## src/rtl/memory_cycle_if.sv

```systemverilog
// memory_cycle_if -- data-memory port bundle between the memory stage and
// the data memory.
//   dmem_req    master->slave  access request
//   dmem_we     master->slave  1 = write
//   dmem_addr   master->slave  word-aligned byte address
//   dmem_wdata  master->slave  store data
//   dmem_gnt    slave->master  request accepted this cycle
//   dmem_rvalid slave->master  read data valid
//   dmem_rdata  slave->master  read data
interface memory_cycle_if;
  logic        dmem_req;
  logic        dmem_we;
  logic [31:0] dmem_addr;
  logic [31:0] dmem_wdata;
  logic        dmem_gnt;
  logic        dmem_rvalid;
  logic [31:0] dmem_rdata;

  modport master (
    output dmem_req, dmem_we, dmem_addr, dmem_wdata,
    input  dmem_gnt, dmem_rvalid, dmem_rdata
  );

  modport slave (
    input  dmem_req, dmem_we, dmem_addr, dmem_wdata,
    output dmem_gnt, dmem_rvalid, dmem_rdata
  );
endinterface

```

## src/rtl/memory_cycle.sv

```systemverilog
// memory_cycle -- RV32I memory stage with request/grant/response data port
// and the M/W pipeline register.
//   clk, rst            rising-edge clock, synchronous active-high reset
//   RegWriteM..ALU_ResultM  M-stage control/data bundle from execute
//   dmem                data-memory port (memory_cycle_if.master)
//   StallM              holds E/M register and upstream stages
//   *W                  registered M/W outputs to writeback
// Optional feature: define MEM_MISALIGN_TRAP_EN to turn misaligned memory
// ops into a no-access MisalignW flag instead of a containing-word access.
module memory_cycle (
  input  logic                  clk,
  input  logic                  rst,
  input  logic                  RegWriteM,
  input  logic                  MemWriteM,
  input  logic [1:0]            ResultSrcM,
  input  logic [4:0]            RD_M,
  input  logic [31:0]           PCPlus4M,
  input  logic [31:0]           WriteDataM,
  input  logic [31:0]           ALU_ResultM,
  memory_cycle_if.master        dmem,
  output logic                  StallM,
  output logic                  RegWriteW,
  output logic [1:0]            ResultSrcW,
  output logic [4:0]            RD_W,
  output logic [31:0]           PCPlus4W,
  output logic [31:0]           ALU_ResultW,
  output logic [31:0]           ReadDataW,
  output logic                  MisalignW
);

  typedef enum logic [1:0] {ST_IDLE, ST_REQ, ST_WAIT} state_t;

  state_t state_q, state_d;

  logic is_store, is_load, is_mem, misalign;
  logic req, stall;

  logic        reg_write_q,   reg_write_d;
  logic [1:0]  result_src_q,  result_src_d;
  logic [4:0]  rd_q,          rd_d;
  logic [31:0] pc_plus4_q,    pc_plus4_d;
  logic [31:0] alu_result_q,  alu_result_d;
  logic [31:0] read_data_q,   read_data_d;

  // Store takes priority when both store and load encodings are present.
  assign is_store = MemWriteM;
  assign is_load  = !MemWriteM && (ResultSrcM == 2'b01);
  assign is_mem   = is_store || is_load;

`ifdef MEM_MISALIGN_TRAP_EN
  assign misalign = is_mem && (ALU_ResultM[1:0] != 2'b00);
`else
  assign misalign = 1'b0;
`endif

  // State register
  always_ff @(posedge clk) begin
    if (rst) state_q <= ST_IDLE;
    else     state_q <= state_d;
  end

  // Next-state logic
  always_comb begin
    state_d = state_q;
    case (state_q)
      ST_IDLE: begin
        if (is_mem && !misalign) begin
          if (!dmem.dmem_gnt)   state_d = ST_REQ;
          else if (is_load)     state_d = ST_WAIT;
        end
      end
      ST_REQ: begin
        if (dmem.dmem_gnt) state_d = is_load ? ST_WAIT : ST_IDLE;
      end
      ST_WAIT: begin
        if (dmem.dmem_rvalid) state_d = ST_IDLE;
      end
      default: state_d = ST_IDLE;
    endcase
  end

  // Output logic
  always_comb begin
    req   = 1'b0;
    stall = 1'b0;
    case (state_q)
      ST_IDLE: begin
        if (is_mem && !misalign) begin
          req   = 1'b1;
          stall = !(is_store && dmem.dmem_gnt);
        end
      end
      ST_REQ: begin
        req   = 1'b1;
        stall = !(is_store && dmem.dmem_gnt);
      end
      ST_WAIT: stall = !dmem.dmem_rvalid;
      default: ;
    endcase
    if (rst) begin
      req   = 1'b0;
      stall = 1'b0;
    end
  end

  assign dmem.dmem_req   = req;
  assign dmem.dmem_we    = req && is_store;
  assign dmem.dmem_addr  = {ALU_ResultM[31:2], 2'b00};
  assign dmem.dmem_wdata = WriteDataM;
  assign StallM          = stall;

  // M/W register next values: a stall inserts a bubble (RegWrite cleared,
  // data fields held); ReadData only updates on load completion.
  always_comb begin
    reg_write_d  = 1'b0;
    result_src_d = result_src_q;
    rd_d         = rd_q;
    pc_plus4_d   = pc_plus4_q;
    alu_result_d = alu_result_q;
    read_data_d  = read_data_q;
    if (!stall) begin
      reg_write_d  = RegWriteM && !misalign;
      result_src_d = ResultSrcM;
      rd_d         = RD_M;
      pc_plus4_d   = PCPlus4M;
      alu_result_d = ALU_ResultM;
      if (state_q == ST_WAIT) read_data_d = dmem.dmem_rdata;
    end
  end

  always_ff @(posedge clk) begin
    if (rst) begin
      reg_write_q  <= 1'b0;
      result_src_q <= '0;
      rd_q         <= '0;
      pc_plus4_q   <= '0;
      alu_result_q <= '0;
      read_data_q  <= '0;
    end else begin
      reg_write_q  <= reg_write_d;
      result_src_q <= result_src_d;
      rd_q         <= rd_d;
      pc_plus4_q   <= pc_plus4_d;
      alu_result_q <= alu_result_d;
      read_data_q  <= read_data_d;
    end
  end

`ifdef MEM_MISALIGN_TRAP_EN
  logic misalign_w_q, misalign_w_d;

  assign misalign_w_d = !stall && misalign;

  always_ff @(posedge clk) begin
    if (rst) misalign_w_q <= 1'b0;
    else     misalign_w_q <= misalign_w_d;
  end

  assign MisalignW = misalign_w_q;
`else
  assign MisalignW = 1'b0;
`endif

  assign RegWriteW   = reg_write_q;
  assign ResultSrcW  = result_src_q;
  assign RD_W        = rd_q;
  assign PCPlus4W    = pc_plus4_q;
  assign ALU_ResultW = alu_result_q;
  assign ReadDataW   = read_data_q;

endmodule

```

## src/flat_wrapper.sv

```systemverilog
// flat-port wrapper written by rule: the top's interface ports become plain ports
module memory_cycle_flat 
  (clk, rst, RegWriteM, MemWriteM, ResultSrcM, RD_M, PCPlus4M, WriteDataM, ALU_ResultM, StallM, RegWriteW, ResultSrcW, RD_W, PCPlus4W, ALU_ResultW, ReadDataW, MisalignW, dmem_dmem_req, dmem_dmem_we, dmem_dmem_addr, dmem_dmem_wdata, dmem_dmem_gnt, dmem_dmem_rvalid, dmem_dmem_rdata);
  memory_cycle_if dmem_i ();
  input  logic clk;
  input  logic rst;
  input  logic RegWriteM;
  input  logic MemWriteM;
  input  logic [1:0] ResultSrcM;
  input  logic [4:0] RD_M;
  input  logic [31:0] PCPlus4M;
  input  logic [31:0] WriteDataM;
  input  logic [31:0] ALU_ResultM;
  output logic StallM;
  output logic RegWriteW;
  output logic [1:0] ResultSrcW;
  output logic [4:0] RD_W;
  output logic [31:0] PCPlus4W;
  output logic [31:0] ALU_ResultW;
  output logic [31:0] ReadDataW;
  output logic MisalignW;
  output wire logic [$bits(dmem_i.dmem_req)-1:0] dmem_dmem_req;
  output wire logic [$bits(dmem_i.dmem_we)-1:0] dmem_dmem_we;
  output wire logic [$bits(dmem_i.dmem_addr)-1:0] dmem_dmem_addr;
  output wire logic [$bits(dmem_i.dmem_wdata)-1:0] dmem_dmem_wdata;
  input wire logic [$bits(dmem_i.dmem_gnt)-1:0] dmem_dmem_gnt;
  input wire logic [$bits(dmem_i.dmem_rvalid)-1:0] dmem_dmem_rvalid;
  input wire logic [$bits(dmem_i.dmem_rdata)-1:0] dmem_dmem_rdata;
  assign dmem_dmem_req = dmem_i.dmem_req;
  assign dmem_dmem_we = dmem_i.dmem_we;
  assign dmem_dmem_addr = dmem_i.dmem_addr;
  assign dmem_dmem_wdata = dmem_i.dmem_wdata;
  assign dmem_i.dmem_gnt = dmem_dmem_gnt;
  assign dmem_i.dmem_rvalid = dmem_dmem_rvalid;
  assign dmem_i.dmem_rdata = dmem_dmem_rdata;
  memory_cycle u_core (.clk(clk), .rst(rst), .RegWriteM(RegWriteM), .MemWriteM(MemWriteM), .ResultSrcM(ResultSrcM), .RD_M(RD_M), .PCPlus4M(PCPlus4M), .WriteDataM(WriteDataM), .ALU_ResultM(ALU_ResultM), .dmem(dmem_i), .StallM(StallM), .RegWriteW(RegWriteW), .ResultSrcW(ResultSrcW), .RD_W(RD_W), .PCPlus4W(PCPlus4W), .ALU_ResultW(ALU_ResultW), .ReadDataW(ReadDataW), .MisalignW(MisalignW));
endmodule
```

## config.mk

```make
export PLATFORM = sky130hd
export DESIGN_NAME = memory_cycle_flat
export DESIGN_NICKNAME = d
export VERILOG_FILES = /design/src/rtl/memory_cycle_if.sv /design/src/rtl/memory_cycle.sv /design/src/flat_wrapper.sv
export SDC_FILE = /design/constraint.sdc
export NUM_CORES = 1
export LEC_CHECK = 0
export BUFFER_PORTS_ARGS = -buffer_cell sky130_fd_sc_hd__clkbuf_2
export CORE_UTILIZATION = 25
export DETAILED_ROUTE_END_ITERATION = 16
export PLACE_DENSITY_LB_ADDON = 0.3
export SYNTH_ARGS = -nofsm -noshare
export SYNTH_HDL_FRONTEND = slang
export SYNTH_SLANG_ARGS = --single-unit
```

## constraint.sdc

```tcl
create_clock -name clk -period 1.6 [get_ports clk]
set_input_delay 0.08 -clock clk [delete_from_list [all_inputs] [get_ports clk]]
set_output_delay 0.08 -clock clk [all_outputs]
set_load 0.01 [all_outputs]
```

## Word level (Yosys, flattened, before mapping)

Cells that the tools add are included.

- Bits in registers: 106
- Output and inout bits: 172

- Equal/unequal tests: 7
- Muxes and demuxes: 13
- Bitwise logic cells: 1
- Reduce and logical (&&, ||, !) cells: 11

Operators with widths:

| cell | number |
|---|---|
| two-way mux 2 bit | 6 |
| one-hot mux 2 bit (3 select lines) | 1 |
| == test 2 x 1 -> 1 bit (second input constant) | 2 |
| two-way mux 1 bit | 4 |
| != test 2 bit (second input constant) | 2 |
| AND reduction 4 bit | 1 |
| logical AND 1 bit | 3 |
| zero test 1 bit | 3 |
| != test 3 x 2 -> 1 bit (second input constant) | 1 |
| one-hot mux 1 bit (3 select lines) | 1 |
| == test 2 bit (second input constant) | 1 |
| zero test 2 bit | 1 |
| != test 2 x 1 -> 1 bit (second input constant) | 1 |
| one-hot mux 1 bit (2 select lines) | 1 |
| AND reduction 2 bit | 1 |
| OR reduction 2 bit | 1 |
| logical OR 1 bit | 1 |
| NOT 1 bit | 1 |

## Logic depth before layout (Yosys ltp)

- Word-level depth: 8
- Mapped depth: 6
- Gate-level depth less buffers: 4

## Worst setup path before layout

OpenSTA, ideal clock, no wires.

- Path type: register to register
- Start point: register u_core.state_q[0]
- End point: register u_core.alu_result_q[0], in the netlist u_core.ALU_ResultW[0]
- Data arrival time: 1.335 ns
- Data required time: 1.528 ns
- Setup slack: 0.193 ns
- Cell stages (with the launch flop): 6
- Path buffers: 2
- Period minus slack after synthesis: 1.407 ns
- Path through: dfxtp_1 > or3_1 > a21oi_2 > buf_12 > buf_12 > mux2i_1

- Longest elaborated chain between the ends: 3

RTL lines:

| element | line | source |
|---|---|---|
| from (decl) | memory_cycle.sv:33 | `state_t state_q, state_d;` |
| from (signal assigned) | memory_cycle.sv:59 | `else state_q <= state_d;` |
| == test 2 bit (tied with other cells) | memory_cycle.sv:86 | `case (state_q)` |
| one-hot mux 1 bit (3 select lines) (*) | memory_cycle.sv:86 |  |
| two-way mux 1 bit (*) | memory_cycle.sv:100 | `if (rst) begin` |
| to (signal assigned) | memory_cycle.sv:144 | `alu_result_q <= alu_result_d;` |
| to (decl) | memory_cycle.sv:42 | `logic [31:0] alu_result_q, alu_result_d;` |

Mark *: on every way between the ends. The rest lies on a longest branch, timed or not.
A chain may end at the register's enable or synchronous reset.

## Worst setup path after layout

- Start point: register u_core.state_q[0]
- End point: output port StallM

- Longest elaborated chain between the ends: 3

RTL lines:

| element | line | source |
|---|---|---|
| == test 2 bit (tied with other cells) | memory_cycle.sv:86 |  |
| one-hot mux 1 bit (3 select lines) (*) | memory_cycle.sv:86 |  |
| two-way mux 1 bit (*) | memory_cycle.sv:100 |  |
| to (decl) | flat_wrapper.sv:14 | `output logic StallM;` |

Marks and branches as above.

==> results.md <==
* Multi-input gate area at around 2200 sq um
* Final Cycle Share at between 90% and 100%
* Data arrival, critical path at around 1.5 ns
* Crit-path max FO at 2
* Worst Path Required at about 1.5 ns
* Mean Syn Cell Area at between 9 and 10 sq um
* Die span in x at 143 um
* Detailed Place HPWL at approximately 8600 um
* FF/Latch Area at roughly 2100 sq um
* Clock sink count at ~110
* HP Class: primary input to register
* Flops & latches, synth at between 100 and 150
* Clk root buf: clkbuf_16
* Net Sw Frac at 25.8%
* Die ar. at ~21000 sq um
* GPL Wtd Cong at 0.724
* Nets at 950
* First-pass GRT wire length at 19700 um
* RSZ-0062 raised after global routing: true
* Non-Filler Instances at approximately 1100
* Total power at around 6400 uW
* Int Pwr at 4740 uW
* Final Hold Viols at 0
* ANT nets after route at 0
* Mapped cell area at ~5000 sq um
* Post-Synthesis Cells at between 500 and 600
* Fmax at between 0.6 and 0.7 GHz
* Worst-Skew Late Latency at 0.35 ns
* Crit-path cells: or3_4, a21oi_4, buf_12, nor2_4, buf_6
* Sequential area share after synthesis at between 40% and 50%
* Total core area at ~20000 sq um
* Iteration-0 DRC Markers at 114
* Fraction of layout cells with a size suffix above 1 at roughly a third
* Grt ovf at 0
* Avg Vias per Cell at roughly 3.9
* Filler cells at approximately 2000
* Worst Setup Path Type: register to output port
* Area Growth Syn to Fin at 48.3%
* GRT Total Usage at between 10% and 20%
* Dpl cells at around 960
* Initial Utilization at approximately a quarter
* Port-buffer cells at 245
* Wirelength per Cell at roughly 12 um
* # IOs at approximately 310
* CP Launch Type: register
* Maximum vdd drop at roughly 450 uV
* Finished Cell Area at about 7400 sq um
* Final worst path period need at 1.58 ns
* Clock Tree Buf Depth at 2
* Status: completed
* Core Rows at 51
* Worst path bufs/invs at 2
* Routed via count at roughly 4200
* Sequential Power Share at 45.0%
* CTS tree: built
* Die H at ~140 um
* Placed Instance Area at between 6000 and 7000 sq um
* Slowest cell on the critical path: or3_4
* Diode count at 0
* Residual DRC at 0
* Routed WL at about 13000 um
* Crit-path max cell delay at about 0.34 ns
* Clk pin slew, worst setup/hold paths at 0.07 ns
* Clock share of power at a little over a third
* Layout Skew at approximately 0.0084 ns
* Setup violations, final at 0
* Combinational power share at 19.1%
* Critical path capture point type: output port
* Leak at approximately 0.0034 uW
* Max Transition Viols Final at 0
* Largest net degree at the start of global routing at 67
* Number of global-route vias before repair at a little over 4000
* CP top delay family: simple AND/OR/NAND/NOR gates
* Max-cap violations at 0
* YS warnings at 0
* Drt first pass iters at 4
* H-tree depth at 3
* Antenna violations before repair at 0
* Switching power at 1650 uW
* Distinct cells, synth at 23
* CTS buffer count at 9
* Pwr Density at 862 nW/um^2
## state kept, by name (all words and copies together), names as in the netlist
name / cells
u_core.ALU_ResultW: 32
u_core.PCPlus4W: 32
u_core.RD_W: 5
u_core.ReadDataW: 32
u_core.RegWriteW: 1
u_core.ResultSrcW: 2
u_core.state_q: 2
## layer usage
layer | GRT usage (%) | up-vias | wire length, um
met5 | 0 | - | 0
met4 | 4.98 | 0 | 227
met3 | 4.63 | 23 | 1060
met2 | 20.6 | 164 | 6240
met1 | 13.7 | 1870 | 5380
li1 | - | 2184 | -
## power by group through the flow
stage               clock network (uW)  logic (uW)  registers [uW]
global route                      2510        1330            2900
finish                            2300        1220            2880
CTS                               2430        1230            2880
floorplan                            0         662            3010
global placement                     0        1020            2940
detailed placement                   0        1020            2940
## cell usage in the layout (no fill, tap or decap), types with 2 or more instances in the layout
cell	instances
dlygate4sd3_1	103
conb_1	3
or2b_1	2
buf_4	7
buf_12	8
buf_6	2
and3b_1	2
clkinvlp_4	2
mux2i_1	71
clkbuf_16	9
clkbuf_2	243
nor3_1	2
a21oi_1	33
nand2_1	64
nor2_1	2
dfxtp_1	105
nand2b_1	140
## cell type report
type | count | share of cell area, %
Sequential cell | 106 | 28.7
Clock inverter | 5 | 0.844
Multi-Input combinational cell | 328 | 29.0
Clock buffer | 11 | 3.28
Timing Repair Buffer | 364 | 33.7
Tap cell | 265 | 4.47
## synthesized netlist by cell type (all sizes together)
cell | number | area (sq um)
nor2 | 3 | 11.3
dfxtp | 106 | 2120
nand2b | 140 | 876
and3b | 2 | 17.5
nor3b | 2 | 20.0
nor4 | 1 | 6.26
or2b | 2 | 15.0
mux2i | 71 | 711
or3 | 1 | 6.26
nor2b | 1 | 13.8
nand3b | 1 | 7.51
nor3 | 2 | 10.0
a31oi | 1 | 6.26
clkbuf | 19 | 71.3
a21oi | 34 | 174
nand2 | 64 | 240
buf | 81 | 686
conb | 1 | 3.75
## worst min-delay path, delay by kind of cell
kind | cells | cell delay [ns]
AOI/OAI and AO/OA | 1 | 0.08
buffers and inverters | 1 | 0.11
and+or+nand+nor | 1 | 0.08
## worst paths after layout
check,startpoint,endpoint,slack [ns],cells after the start
max reg2reg,u_core.state_q[0],u_core.ALU_ResultW[4],0.05,5
min,dmem_dmem_gnt,u_core.state_q[1],0.03,3
min reg2reg,u_core.ReadDataW[23],u_core.ReadDataW[23],0.46,2
max,u_core.state_q[0],StallM,0.02,5
## kinds of logic after synthesis
family / Yosys count / share of synthesized area (%)
simple gates: 219 / 24.5
flops: 106 / 42.5
buf+inv: 100 / 15.1
mux: 71 / 14.2
compound gates: 35 / 3.61
other cells: 1 / 0.0750
## stage by stage
stage	utilization, %	hold WS, ns	setup TNS, ns	setup slack, ns
floorplan	-	0.159	0	0.193
finish	37.9	0.0324	0	0.0159
global route	37.9	0.0376	-0.108	-0.0393
global placement	30.9	0.160	0	0.121
CTS	37.9	0.00880	-0.908	-0.0569
detailed placement	30.9	0.160	0	0.0916
## repair_timing
action / in CTS / in global routing
gates resized for setup: 3 / 7
cloned: 0 / 0
hold buffers: 103 / 0
pin swaps: 1 / 4
endpoints found under the setup margin: 1 / 65
buffers inserted: 2 / 0
endpoints found under the hold margin: 103 / 0
No activity file was read; power rests on OpenSTA's default activity.
